### config.mk
export PLATFORM = sky130hd
export DESIGN_NAME = frac_scan_ctrl
export DESIGN_NICKNAME = d
export VERILOG_FILES = /design/src/rtl/frac_pkg.sv /design/src/rtl/frac_coord_gen.sv /design/src/rtl/frac_scan_ctrl.sv
export SDC_FILE = /design/constraint.sdc
export NUM_CORES = 1
export LEC_CHECK = 0
export CAP_MARGIN = 10
export CORE_ASPECT_RATIO = 0.6
export CORE_UTILIZATION = 40
export CTS_BUF_LIST = sky130_fd_sc_hd__clkbuf_16
export CTS_CLUSTER_DIAMETER = 40
export DETAILED_ROUTE_END_ITERATION = 8
export SLEW_MARGIN = 20
export SYNTH_ARGS = -nofsm -noshare
export SYNTH_HDL_FRONTEND = slang
export SYNTH_SLANG_ARGS = --single-unit
### constraint.sdc
create_clock -name frac_clk -period 3 [get_ports frac_clk]
set_clock_uncertainty 0.1 [all_clocks]
set_input_delay 0.9 -clock frac_clk [delete_from_list [all_inputs] [get_ports frac_clk]]
set_output_delay 0.9 -clock frac_clk [all_outputs]
set_load 0.02 [all_outputs]
### src/rtl/frac_pkg.sv
// frac_pkg: fixed-point format, helper constants and scan FSM encoding
// shared by the fractal scan controller and its coordinate generator.
package frac_pkg;
    localparam int FRAC_N = 32;
    localparam int FRAC_M = 4;
    localparam int FRAC_F = FRAC_N - FRAC_M;
    localparam logic [FRAC_N-1:0] FRAC_ONE = FRAC_N'(1) << FRAC_F;
    localparam logic [FRAC_N-1:0] FRAC_ESC = FRAC_N'(4) << FRAC_F;
    localparam int S_IDLE  = 0;
    localparam int S_ISSUE = 1;
    localparam int S_WAIT  = 2;
    localparam int S_DONE  = 3;
    typedef enum logic [3:0] {
        IDLE  = 4'(1 << S_IDLE),
        ISSUE = 4'(1 << S_ISSUE),
        WAIT  = 4'(1 << S_WAIT),
        DONE  = 4'(1 << S_DONE)
    } state_e;
endpackage

### src/rtl/frac_coord_gen.sv
// frac_coord_gen: raster col/row/address counters and cx/cy accumulators;
// load starts a frame at (x0,y0), step advances to the next pixel.
module frac_coord_gen import frac_pkg::*; #(
    parameter int N      = FRAC_N,
    parameter int H_RES  = 640,
    parameter int V_RES  = 480,
    parameter int ADDR_W = 19
) (
    input  logic              clk_i,
    input  logic              rst_i,
    input  logic              load_i,
    input  logic              step_i,
    input  logic [N-1:0]      x0_i,
    input  logic [N-1:0]      y0_i,
    input  logic [N-1:0]      dx_i,
    input  logic [N-1:0]      dy_i,
    output logic [N-1:0]      cx_o,
    output logic [N-1:0]      cy_o,
    output logic [ADDR_W-1:0] addr_o,
    output logic              last_o
);
    localparam int CW = $clog2(H_RES + 1);
    localparam int RW = $clog2(V_RES + 1);
    logic [CW-1:0]     col_q, col_d;
    logic [RW-1:0]     row_q, row_d;
    logic [ADDR_W-1:0] addr_q, addr_d;
    logic [N-1:0]      x0_q, x0_d, dx_q, dx_d, dy_q, dy_d, cx_q, cx_d, cy_q, cy_d;
    logic              eol;
    assign eol    = col_q == CW'(H_RES - 1);
    assign last_o = eol && row_q == RW'(V_RES - 1);
    assign cx_o   = cx_q;
    assign cy_o   = cy_q;
    assign addr_o = addr_q;
    always_comb begin
        col_d  = col_q;
        row_d  = row_q;
        addr_d = addr_q;
        x0_d   = x0_q;
        dx_d   = dx_q;
        dy_d   = dy_q;
        cx_d   = cx_q;
        cy_d   = cy_q;
        if (load_i) begin
            x0_d   = x0_i;
            dx_d   = dx_i;
            dy_d   = dy_i;
            cx_d   = x0_i;
            cy_d   = y0_i;
            col_d  = '0;
            row_d  = '0;
            addr_d = '0;
        end else if (step_i) begin
            addr_d = addr_q + ADDR_W'(1);
            // line restart reloads x0 so accumulation error never crosses lines
            col_d  = eol ? '0 : col_q + CW'(1);
            cx_d   = eol ? x0_q : cx_q + dx_q;
            row_d  = eol ? row_q + RW'(1) : row_q;
            cy_d   = eol ? cy_q + dy_q : cy_q;
        end
    end
    always_ff @(posedge clk_i) begin
        if (rst_i) begin
            col_q  <= '0;
            row_q  <= '0;
            addr_q <= '0;
            x0_q   <= '0;
            dx_q   <= '0;
            dy_q   <= '0;
            cx_q   <= '0;
            cy_q   <= '0;
        end else begin
            col_q  <= col_d;
            row_q  <= row_d;
            addr_q <= addr_d;
            x0_q   <= x0_d;
            dx_q   <= dx_d;
            dy_q   <= dy_d;
            cx_q   <= cx_d;
            cy_q   <= cy_d;
        end
    end
endmodule

### src/rtl/frac_scan_ctrl.sv
// frac_scan_ctrl: raster pixel scheduler feeding frac_unit_core and writing
// each found bit to the frame buffer; all outputs registered.
module frac_scan_ctrl import frac_pkg::*; #(
    parameter int N      = FRAC_N,
    parameter int M      = FRAC_M,
    parameter int H_RES  = 640,
    parameter int V_RES  = 480,
    parameter int ADDR_W = 19
) (
    input  logic              frac_clk,
    input  logic              frac_rst,
    input  logic              scan_start,
    input  logic [N-1:0]      scan_x0,
    input  logic [N-1:0]      scan_y0,
    input  logic [N-1:0]      scan_dx,
    input  logic [N-1:0]      scan_dy,
    input  logic [15:0]       scan_max_iter,
    output logic              scan_busy,
    output logic              scan_done_tick,
    output logic [N-1:0]      frac_cx,
    output logic [N-1:0]      frac_cy,
    output logic [15:0]       frac_max_iter,
    output logic              frac_go,
    input  logic              frac_busy,
    input  logic              frac_done_tick,
    input  logic              frac_found,
    output logic              fb_wr_en,
    output logic [ADDR_W-1:0] fb_wr_addr,
    output logic              fb_wr_data
);
    state_e            state_q, state_d;
    logic              busy_q, busy_d, done_q, done_d, go_q, go_d;
    logic              wr_en_q, wr_en_d, wr_data_q, wr_data_d;
    logic [ADDR_W-1:0] wr_addr_q, wr_addr_d, addr;
    logic [15:0]       max_iter_q, max_iter_d;
    logic              load, step, last;
    frac_coord_gen #(.N(N), .H_RES(H_RES), .V_RES(V_RES), .ADDR_W(ADDR_W)) u_coord (
        .clk_i  (frac_clk),
        .rst_i  (frac_rst),
        .load_i (load),
        .step_i (step),
        .x0_i   (scan_x0),
        .y0_i   (scan_y0),
        .dx_i   (scan_dx),
        .dy_i   (scan_dy),
        .cx_o   (frac_cx),
        .cy_o   (frac_cy),
        .addr_o (addr),
        .last_o (last)
    );
    assign scan_busy      = busy_q;
    assign scan_done_tick = done_q;
    assign frac_go        = go_q;
    assign frac_max_iter  = max_iter_q;
    assign fb_wr_en       = wr_en_q;
    assign fb_wr_addr     = wr_addr_q;
    assign fb_wr_data     = wr_data_q;
    always_comb begin
        state_d    = state_q;
        busy_d     = busy_q;
        done_d     = 1'b0;
        go_d       = 1'b0;
        wr_en_d    = 1'b0;
        wr_addr_d  = wr_addr_q;
        wr_data_d  = wr_data_q;
        max_iter_d = max_iter_q;
        load       = 1'b0;
        step       = 1'b0;
        case (state_q)
            IDLE: begin
                // a start coinciding with the done tick belongs to the old frame
                if (scan_start && !done_q) begin
                    load       = 1'b1;
                    max_iter_d = scan_max_iter;
                    busy_d     = 1'b1;
                    state_d    = ISSUE;
                end
            end
            ISSUE: begin
                if (!frac_busy) begin
                    go_d    = 1'b1;
                    state_d = WAIT;
                end
            end
            WAIT: begin
                if (frac_done_tick) begin
                    step      = 1'b1;
                    wr_en_d   = 1'b1;
                    wr_addr_d = addr;
                    wr_data_d = frac_found;
                    state_d   = last ? DONE : ISSUE;
                end
            end
            DONE: begin
                done_d  = 1'b1;
                busy_d  = 1'b0;
                state_d = IDLE;
            end
            default: state_d = IDLE;
        endcase
    end
    always_ff @(posedge frac_clk) begin
        if (frac_rst) begin
            state_q    <= IDLE;
            busy_q     <= 1'b0;
            done_q     <= 1'b0;
            go_q       <= 1'b0;
            wr_en_q    <= 1'b0;
            wr_addr_q  <= '0;
            wr_data_q  <= 1'b0;
            max_iter_q <= '0;
        end else begin
            state_q    <= state_d;
            busy_q     <= busy_d;
            done_q     <= done_d;
            go_q       <= go_d;
            wr_en_q    <= wr_en_d;
            wr_addr_q  <= wr_addr_d;
            wr_data_q  <= wr_data_d;
            max_iter_q <= max_iter_d;
        end
    end
endmodule
After elaboration in Yosys (flattened, before gate mapping)
Cells that the tools add are included.
{"block": "op_classes", "addsub": 5, "n_eq_ne": 9, "n_mux": 20, "bitwise_logic": 1, "reduce_logical": 14}
{"op": "$mux 32", "n": 6}
{"op": "$add 32x32->32", "n": 2}
{"op": "$add 19x1->19 const B", "n": 1}
{"op": "$mux 4", "n": 4}
{"op": "$pmux 4 s3", "n": 1}
{"op": "$add 10x1->10 const B", "n": 1}
{"op": "$eq 10x10->1 const B", "n": 1}
{"op": "$mux 10", "n": 1}
{"op": "$reduce_and 2->1", "n": 5}
{"op": "$add 9x1->9 const B", "n": 1}
{"op": "$eq 9x9->1 const B", "n": 1}
{"op": "$mux 1", "n": 7}
{"op": "$ne 2x2->1 const B", "n": 3}
{"op": "$reduce_bool 2->1", "n": 3}
{"op": "$eq 4x1->1 const B", "n": 1}
{"op": "$eq 4x2->1 const B", "n": 1}
{"op": "$eq 4x3->1 const B", "n": 1}
{"op": "$eq 4x4->1 const B", "n": 1}
{"op": "$reduce_or 2->1", "n": 2}
{"op": "$reduce_and 3->1", "n": 1}
{"op": "$logic_and 1x1->1", "n": 2}
{"op": "$pmux 1 s2", "n": 1}
{"op": "$logic_not 1->1", "n": 1}
{"op": "$not 1->1", "n": 1}
{"block": "word_totals", "register_bits": 242}

Logic depth before layout (Yosys ltp)
Gate-level depths: netlist of run 1.
{"block": "depth", "ltp_word": 6, "mapped_depth": 10}

By module
From an unflattened synthesis of run 1, not the netlist that was laid out.
{"block": "hier_totals", "cells_unflattened": 1557, "hier_area_um2": 13053.8}
{"mod": "frac_coord_gen", "n_inst": 1, "cells_per_inst": 1364, "area_per_inst_um2": 11083.1, "seq_area_each_um2": 3963.8}
{"mod": "frac_scan_ctrl", "n_inst": 1, "cells_per_inst": 193, "area_per_inst_um2": 1970.6, "seq_area_each_um2": 880.8}

Least setup slack after synthesis of run 1
Ideal clock, no wire load.
{"block": "synth_timing", "path_type": "register -> register", "from": "reg u_coord.cx_q[0] (netlist: u_coord.cx_o[0])", "to": "reg u_coord.cx_q[30] (netlist: u_coord.cx_o[30])", "setup_ps": 133, "t_arrival_ps": 2481, "required_ps": 2767, "slack_ps": 286, "path_stages_with_launch": 11, "path_buffers": 0, "synth_period_minus_slack_ps": 2714, "cell_sequence": "dfxtp_1 -> ha_1 -> fa_1 -> a21o_1 -> a221oi_2 -> o211ai_1 -> a221oi_2 -> o31ai_1 -> xor2_1 -> o21ai_1 -> o21ai_0"}
{"block": "synth_between", "elab_chain_cells": 4}
{"item": "start, declared", "line": "frac_coord_gen.sv:27", "rtl": "logic [N-1:0] x0_q, x0_d, dx_q, dx_d, dy_q, dy_d, cx_q, cx_d, cy_q, cy_d;"}
{"item": "start signal, assigned", "line": "frac_coord_gen.sv:69", "rtl": "cx_q <= '0;"}
{"item": "start signal, assigned", "line": "frac_coord_gen.sv:78", "rtl": "cx_q <= cx_d;"}
{"item": "$add 32x32->32", "line": "frac_coord_gen.sv:56", "rtl": "cx_d = eol ? x0_q : cx_q + dx_q;"}
{"item": "$mux 32", "line": "frac_coord_gen.sv:56"}
{"item": "$mux 32", "line": "frac_coord_gen.sv:52", "rtl": "end else if (step_i) begin"}
{"item": "$mux 32", "line": "frac_coord_gen.sv:43", "rtl": "if (load_i) begin"}
Every way passes these cells. The select of a mux whose other input is x is not followed.
A chain may end at the register's enable or synchronous reset.

Worst setup path in the final report of run 1
{"block": "layout_timing", "from": "reg u_coord.cy_q[3] (netlist: u_coord.cy_o[3])", "to": "reg u_coord.cy_q[17] (netlist: u_coord.cy_o[17])"}
{"block": "layout_between", "elab_chain_cells": 4}
{"item": "start, declared", "line": "frac_coord_gen.sv:27"}
{"item": "start signal, assigned", "line": "frac_coord_gen.sv:79", "rtl": "cy_q <= cy_d;"}
{"item": "$add 32x32->32", "line": "frac_coord_gen.sv:58", "rtl": "cy_d = eol ? cy_q + dy_q : cy_q;"}
{"item": "$mux 32", "line": "frac_coord_gen.sv:58"}
{"item": "$mux 32", "line": "frac_coord_gen.sv:52"}
{"item": "$mux 32", "line": "frac_coord_gen.sv:43"}
Every way passes these cells. The select of a mux whose other input is x is not followed.

==> flow_metrics.py, run 1 <==
metrics = {
    "place": {
        "preCtsSetupSlack_ps": -68.8,
        "port_buffers": 253,
        "placed_area_um2": 15900,
        "place_congestion": 0.862,
        "hpwlAfterDp_mm": 28.5,
    },
    "outcome": {
        "status": "complete, no violations",
    },
    "cells_and_area": {
        "multiInputGateArea_um2": 7510,
        "fillers": 2896,
        "syn_to_final_growth_pct": 35.9,
        "area.sequential_um2": 4840,
        "nNetsFinal": 2067,
        "layout-drive-gt1-share_pct": 8.22,
        "fin_area_um2": 17300,
        "utilization_pct": 55.4,
    },
    "power": {
        "p_per_area_nw_per_um2": 680,
        "p_leak_uw": 0.00687,
        "vdd_ir_drop_max_uv": 395,
    },
    "yosys": {
        "synth-edff-count": 0,
        "ys_top_cells_by_area": "dfxtp_1 38%, nand2_1 12%, a21oi_1 8.3%",
        "synthFlopType": "dfxtp_1",
        "synth.top_cell.area_share_pct": 38.1,
        "synth-seq-cells": 242,
        "synthesis.nets": 1826,
        "async_flop_share_pct": 0,
        "yosysTopAreaCell": "dfxtp_1",
        "synth_area_per_cell_um2": 7.90,
        "netlist_area_um2": 12700,
        "seq_area_frac_synth_pct": 38.1,
        "netlist_instances": 1609,
        "yosysMostFrequentCell": "nand2_1",
        "synth_cell_types": 82,
        "synthTopCellsByCount": "405 x nand2_1, 242 x dfxtp_1, 212 x a21oi_1",
        "yosys_warnings": 0,
    },
    "setup_path": {
        "timing.critical_path.buf_inv": 0,
        "reg2regPathDepth": 9,
        "worstPathRequired_ps": 3330,
        "critPathTopFamily": "compound AO/OA/AOI/OAI gates",
        "worst_setup_path_end_kind": "flip-flop",
        "worstPathCellList": "ha_1 > o211ai_1 > o211ai_1 > a41oi_2 > o31ai_1 > a221oi_1 > xnor2_1 > nand2_1 > a311oi_1",
        "crit_path_start_kind": "flip-flop",
        "slowest_stage": "o31ai_1",
        "max_stage_delay_ps": 540,
        "cp.arrival_ps": 3220,
        "crit_fanout": 4,
        "path_depth": 9,
        "critPathKind": "flip-flop to flip-flop",
        "path_common_cell": "o211ai_1",
    },
    "drt": {
        "vias": 12500,
        "wl_per_cell_um": 17.2,
        "antenna_left": 0,
        "vias_per_cell": 5.46,
        "wirelength_mm": 39.3,
        "first_iter_violations": 982,
        "drt_first_pass_iters": 6,
        "drc": 0,
    },
    "floorplanning": {
        "start_util_pct": 40.7,
        "io_pins": 254,
        "die_w_um": 232,
        "die_y_um": 140,
        "rows": 50,
        "core_um2": 31200,
        "die_area_um2": 32500,
    },
    "timing": {
        "hold-worst-slack_ps": 352,
        "fin_crit_sh_pct": 96.6,
        "max_freq_ghz": 0.345,
        "hold_violations": 0,
        "tightest_slew_ps": 670,
        "final_max_slew_viol_count": 0,
        "slew_headroom_pct": 54.9,
        "setup_violations": 0,
        "layout_setup_ws_ps": 102,
        "fin_crit_ps": 2900,
    },
    "global_route": {
        "antenna_found_initial": 3,
        "grt_max_degree": 53,
        "grt_pass1_vias": 11700,
        "overflow": 0,
        "grt_usage_pct": 23.7,
        "grt_pass1_wl_mm": 62.5,
    },
    "clock_network": {
        "clock_path_buffers": 3,
        "root_buffer": "clkbuf_16",
        "path_clk_slew_ps": 50,
        "cts_sinks": 242,
        "cts_tree": "done",
        "h-tree-depth": 2,
        "numCtsBuffers": 35,
        "worstSkewPairLatency_ps": 520,
        "cts_hold_buf": 0,
    },
    "worst_hold_path": {
        "min_path_cells": 2,
        "hp-class": "flip-flop to flip-flop",
    },
    "job": {
        "cap_violations": 0,
    },
}
cell families after synthesis:
group                    after synthesis  synth area share [%]
AND/OR/NAND/NOR                      662                  22.7
AO/OA/AOI/OAI                        445                  23.6
flip-flops                           242                  38.1
buffers and inverters                116                  3.53
XOR/XNOR                              73                  5.03
adder cells (fa/ha/maj)               67                  6.71
multiplexers                           4                 0.315
worst min-delay path: stages (launching register included):
cell and delay [ps]:
dfxtp_1 300, nand2_1 50, a21oi_1 50
final cells by class:
class                           instances  area share (%)
Inverter                               14           0.304
Clock inverter                         23            2.14
Tap cell                              416            3.01
Antenna cell                            3          0.0434
Timing Repair Buffer                  306            17.7
Clock buffer                           37            5.36
Multi-Input combinational cell       1251            43.4
Sequential cell                       242            28.0
power breakdown:
group | internal (µW) | switching (µW) | total (µW)
registers | 3590 | 297 | 3890
logic | 1370 | 1860 | 3230
clock network | 3080 | 1550 | 4630
total | 8040 | 3700 | 11700
state kept, by name, indices dropped and copies added (netlist names):
name / cells
fb_wr_addr: 19
u_coord.row_q: 9
u_coord.dx_q: 32
u_coord.cx_o: 32
u_coord.x0_q: 32
frac_max_iter: 16
u_coord.col_q: 10
u_coord.dy_q: 32
frac_go: 1
scan_busy: 1
scan_done_tick: 1
u_coord.addr_o: 19
fb_wr_en: 1
u_coord.cy_o: 32
state_q: 4
fb_wr_data: 1
layout by cell type (no fill, tap or decap), types with 4 or more instances in the layout:
| cell type | n |
|---|---|
| xor2_1 | 41 |
| nand2b_1 | 6 |
| ha_1 | 64 |
| or3_1 | 13 |
| nand3_1 | 29 |
| mux2i_1 | 4 |
| a21oi_1 | 212 |
| o21a_1 | 6 |
| clkinv_2 | 5 |
| clkdlybuf4s50_1 | 252 |
| xnor2_1 | 32 |
| and3_1 | 23 |
| and4_1 | 6 |
| and2_1 | 8 |
| inv_1 | 16 |
| a311oi_1 | 12 |
| buf_12 | 10 |
| nor2b_1 | 4 |
| a211oi_1 | 17 |
| nor3_1 | 21 |
| o21bai_1 | 6 |
| bufinv_16 | 10 |
| nor2_1 | 99 |
| o211ai_1 | 17 |
| nand2_1 | 405 |
| a31oi_1 | 15 |
| buf_4 | 43 |
| a21o_1 | 38 |
| o221ai_1 | 5 |
| clkbuf_16 | 37 |
| dfxtp_1 | 242 |
| nand4_1 | 20 |
| a222oi_1 | 16 |
| o21ai_0 | 39 |
| a2111o_1 | 4 |
what timing repair did:
item / 4_1_cts / 5_1_grt
buffers inserted: 0 / 2
endpoints found under the setup margin: 0 / 9
resized for setup: 0 / 9
through the flow:
step | std cells | TNS, ps | power (µW)
after global placement | 2227 | 0 | 7080
after floorplan | 1609 | 0 | 5850
final | 2292 | 0 | 11700
after CTS | 2287 | 0 | 11800
after global routing | 2292 | -45.3 | 12300
after detailed placement | 2227 | -98.3 | 7120
final timing paths:
path | slack, ps | start | to
worst max register to register | 100 | u_coord.cy_o[3]$_SDFFE_PP0P_ | u_coord.cy_o[17]$_SDFFE_PP0P_
worst max-delay path | 100 | u_coord.cy_o[3]$_SDFFE_PP0P_ | u_coord.cy_o[17]$_SDFFE_PP0P_
worst min-delay path | 350 | fb_wr_addr[12]$_SDFFE_PP0P_ | fb_wr_addr[12]$_SDFFE_PP0P_
worst min register to register | 350 | fb_wr_addr[12]$_SDFFE_PP0P_ | fb_wr_addr[12]$_SDFFE_PP0P_
metal layers:
layer  wire length (µm)  part of all wire (%)  GRT usage [%]  vias up
met2              16600                    42           34.2      357
li1                   -                     -              -     6164
met5                  0                     0              0        -
met4                684                   1.7           7.17        0
met1              19800                    50           35.2     5937
met3               2220                   5.7           4.32       46
Note: power is estimated with default switching activity, not from simulation.
==> inputs of run 2 (changes only) <==
--- a/config.mk
+++ b/config.mk
@@ -11,6 +11,7 @@
 export CTS_BUF_LIST = sky130_fd_sc_hd__clkbuf_16
 export CTS_CLUSTER_DIAMETER = 40
 export DETAILED_ROUTE_END_ITERATION = 8
+export PLACE_DENSITY = 0.67
 export SLEW_MARGIN = 20
 export SYNTH_ARGS = -nofsm -noshare
 export SYNTH_HDL_FRONTEND = slang
==> run 2 against run 1 <==
Against the previous run: sequential power hardly changed; via count is 0.73% lower; worst hold slack better by 1.4 ps; global-route usage is 0.79 points lower; first-iteration DRC count is 19% lower; design area is 1.7% lower; cell count is 0.74% lower; setup slack worse by 16 ps; register-to-register slack worse by 20 ps; routed wire length is 3.2% lower; critical path depth stayed put; power is 6.7% lower.
==> flow_metrics.py, run 2 (synthesis gave the netlist of run 1 again) <==
metrics = {
    "cells_and_area": {
        "stdcell_count": 2275,
        "syn_to_final_growth_pct": 33.6,
        "final_common_cell": "nand2_1",
        "nNetsFinal": 2054,
        "final_cell_mix": "405 x nand2_1, 252 x clkdlybuf4s50_1, 242 x dfxtp_1",
        "layout-drive-gt1-share_pct": 7.32,
    },
    "setup_path": {
        "critPathKind": "flip-flop to flip-flop",
        "regToRegSetupSlack_ps": 90,
        "worstPathRequired_ps": 3390,
        "timing.critical_path.buf_inv": 0,
        "cp.arrival_ps": 3310,
        "crit_fanout": 6,
        "slowest_stage": "o41ai_4",
        "max_stage_delay_ps": 510,
        "critPathTopFamily": "compound AO/OA/AOI/OAI gates",
        "worst_setup_path_end_kind": "flip-flop",
        "crit_path_start_kind": "flip-flop",
        "worstPathCellList": "ha_1 > a21oi_1 > o211ai_1 > nand2_1 > nor2_1 > o41ai_4 > o311ai_4 > a2111o_1 > nand3_1",
    },
    "clock_network": {
        "path_clk_slew_ps": 60,
        "worstSkewPairLatency_ps": 560,
        "h-tree-depth": 1,
        "cts_tree": "done",
        "root_buffer": "clkbuf_16",
        "cts_sinks": 242,
        "numCtsBuffers": 31,
        "clock_path_buffers": 3,
    },
    "place": {
        "dpl.cell_count": 2219,
        "place_congestion": 0.892,
        "preCtsSetupSlack_ps": 100,
        "port_buffers": 253,
        "hpwlAfterDp_mm": 27.8,
    },
    "global_route": {
        "grt_usage_pct": 22.9,
        "grt_pass1_wl_mm": 60.9,
        "overflow": 0,
        "grt_max_degree": 67,
        "grt_pass1_vias": 11700,
        "antenna_found_initial": 1,
    },
    "floorplanning": {
        "rows": 50,
        "io_pins": 254,
        "die_area_um2": 32500,
        "core_um2": 31200,
        "die_y_um": 140,
        "start_util_pct": 40.7,
        "die_w_um": 232,
    },
    "power": {
        "internal_power_uw": 7370,
        "power_switching_uw": 3590,
        "p_sw_share_pct": 32.8,
        "vdd_ir_drop_max_uv": 411,
        "pwr-share-clk_pct": 35.1,
        "comb_power_share_pct": 29.5,
        "p_seq_share_pct": 35.4,
        "p_per_area_nw_per_um2": 645,
        "p_leak_uw": 0.00673,
    },
    "drt": {
        "wirelength_mm": 38.0,
        "first_iter_violations": 791,
        "drt_first_pass_iters": 6,
        "drc": 0,
        "wl_per_cell_um": 16.7,
        "vias_per_cell": 5.46,
        "antenna_left": 0,
        "vias": 12400,
    },
    "timing": {
        "setup_violations": 0,
        "fin_crit_ps": 2910,
        "max_freq_ghz": 0.343,
        "tightest_slew_ps": 602,
        "final_max_slew_viol_count": 0,
        "rsz0062_at_grt": "true",
        "fin_crit_sh_pct": 97.1,
        "setup_tns_ps": 0,
        "hold_violations": 0,
        "layout_setup_ws_ps": 85.7,
        "slew_headroom_pct": 59.5,
    },
    "worst_hold_path": {
        "hp-class": "flip-flop to flip-flop",
    },
    "outcome": {
        "status": "complete, no violations",
    },
    "job": {
        "cap_violations": 0,
    },
}
## run 2: layout make-up
| type | count | area [µm²] |
|---|---|---|
| timing repair buffer | 297 | 3030 |
| sequential | 242 | 4840 |
| fill | 2924 | 14200 |
| inverter | 14 | 52.6 |
| clock buffer | 31 | 776 |
| clock inverter | 23 | 284 |
| tap | 416 | 520 |
| antenna | 1 | 2.50 |
| multi-input combinational | 1251 | 7480 |
## run 2: what timing repair did
action | CTS | global route
resized for setup | 0 | 5
endpoints found under the setup margin | 0 | 9
setup buffers | 0 | 1
hold buffers | 0 | 0
## run 2: through the flow
stage / cell area [µm²] / power [µW] / hold WS, ps / util, %
final: 17000 / 11000 / 353 / 54.4
after global routing: 17000 / 11600 / 369 / 54.4
after CTS: 16900 / 11000 / 354 / 54.3
after detailed placement: 15900 / 7140 / 346 / 50.9
after global placement: 15900 / 7090 / 340 / 50.9
after floorplan: 12700 / 5850 / 336 / -
## run 2: worst register-to-register path: cells and delay by family (launching register included)
family / cells / cell delay [ps]
AND/OR/NAND/NOR: 3 / 370
AO/OA/AOI/OAI: 5 / 1710
adder cells (fa/ha/maj): 1 / 350
flip-flops: 1 / 320
## run 2: path summary, 6_finish.rpt
| path | cells after the start | to | start |
|---|---|---|---|
| worst max register to register | 9 | u_coord.cy_o[31]$_SDFFE_PP0P_ | u_coord.cy_o[4]$_SDFFE_PP0P_ |
| worst min register to register | 2 | fb_wr_addr[2]$_SDFFE_PP0P_ | fb_wr_addr[2]$_SDFFE_PP0P_ |
| worst min-delay path | 2 | fb_wr_addr[2]$_SDFFE_PP0P_ | fb_wr_addr[2]$_SDFFE_PP0P_ |
| worst max-delay path | 9 | u_coord.cy_o[31]$_SDFFE_PP0P_ | u_coord.cy_o[4]$_SDFFE_PP0P_ |
## run 2: routing by layer
layer  track usage (%)  vias to the layer above  wire [µm]
met3              3.58                       59       1970
met1              33.3                     5843      18700
li1                  -                     6154          -
met2              34.7                      357      16500
met4              6.20                        0        945
met5                 0                        -          0
## run 2: power groups by stage
stage | registers, µW | clock network (µW) | logic [µW]
2_1_floorplan | 4070 | 0 | 1780
5_1_grt | 3930 | 4090 | 3540
6_report | 3880 | 3840 | 3230
3_5_place_dp | 3940 | 0 | 3200
4_1_cts | 3880 | 3930 | 3220
3_3_place_gp | 3930 | 0 | 3160
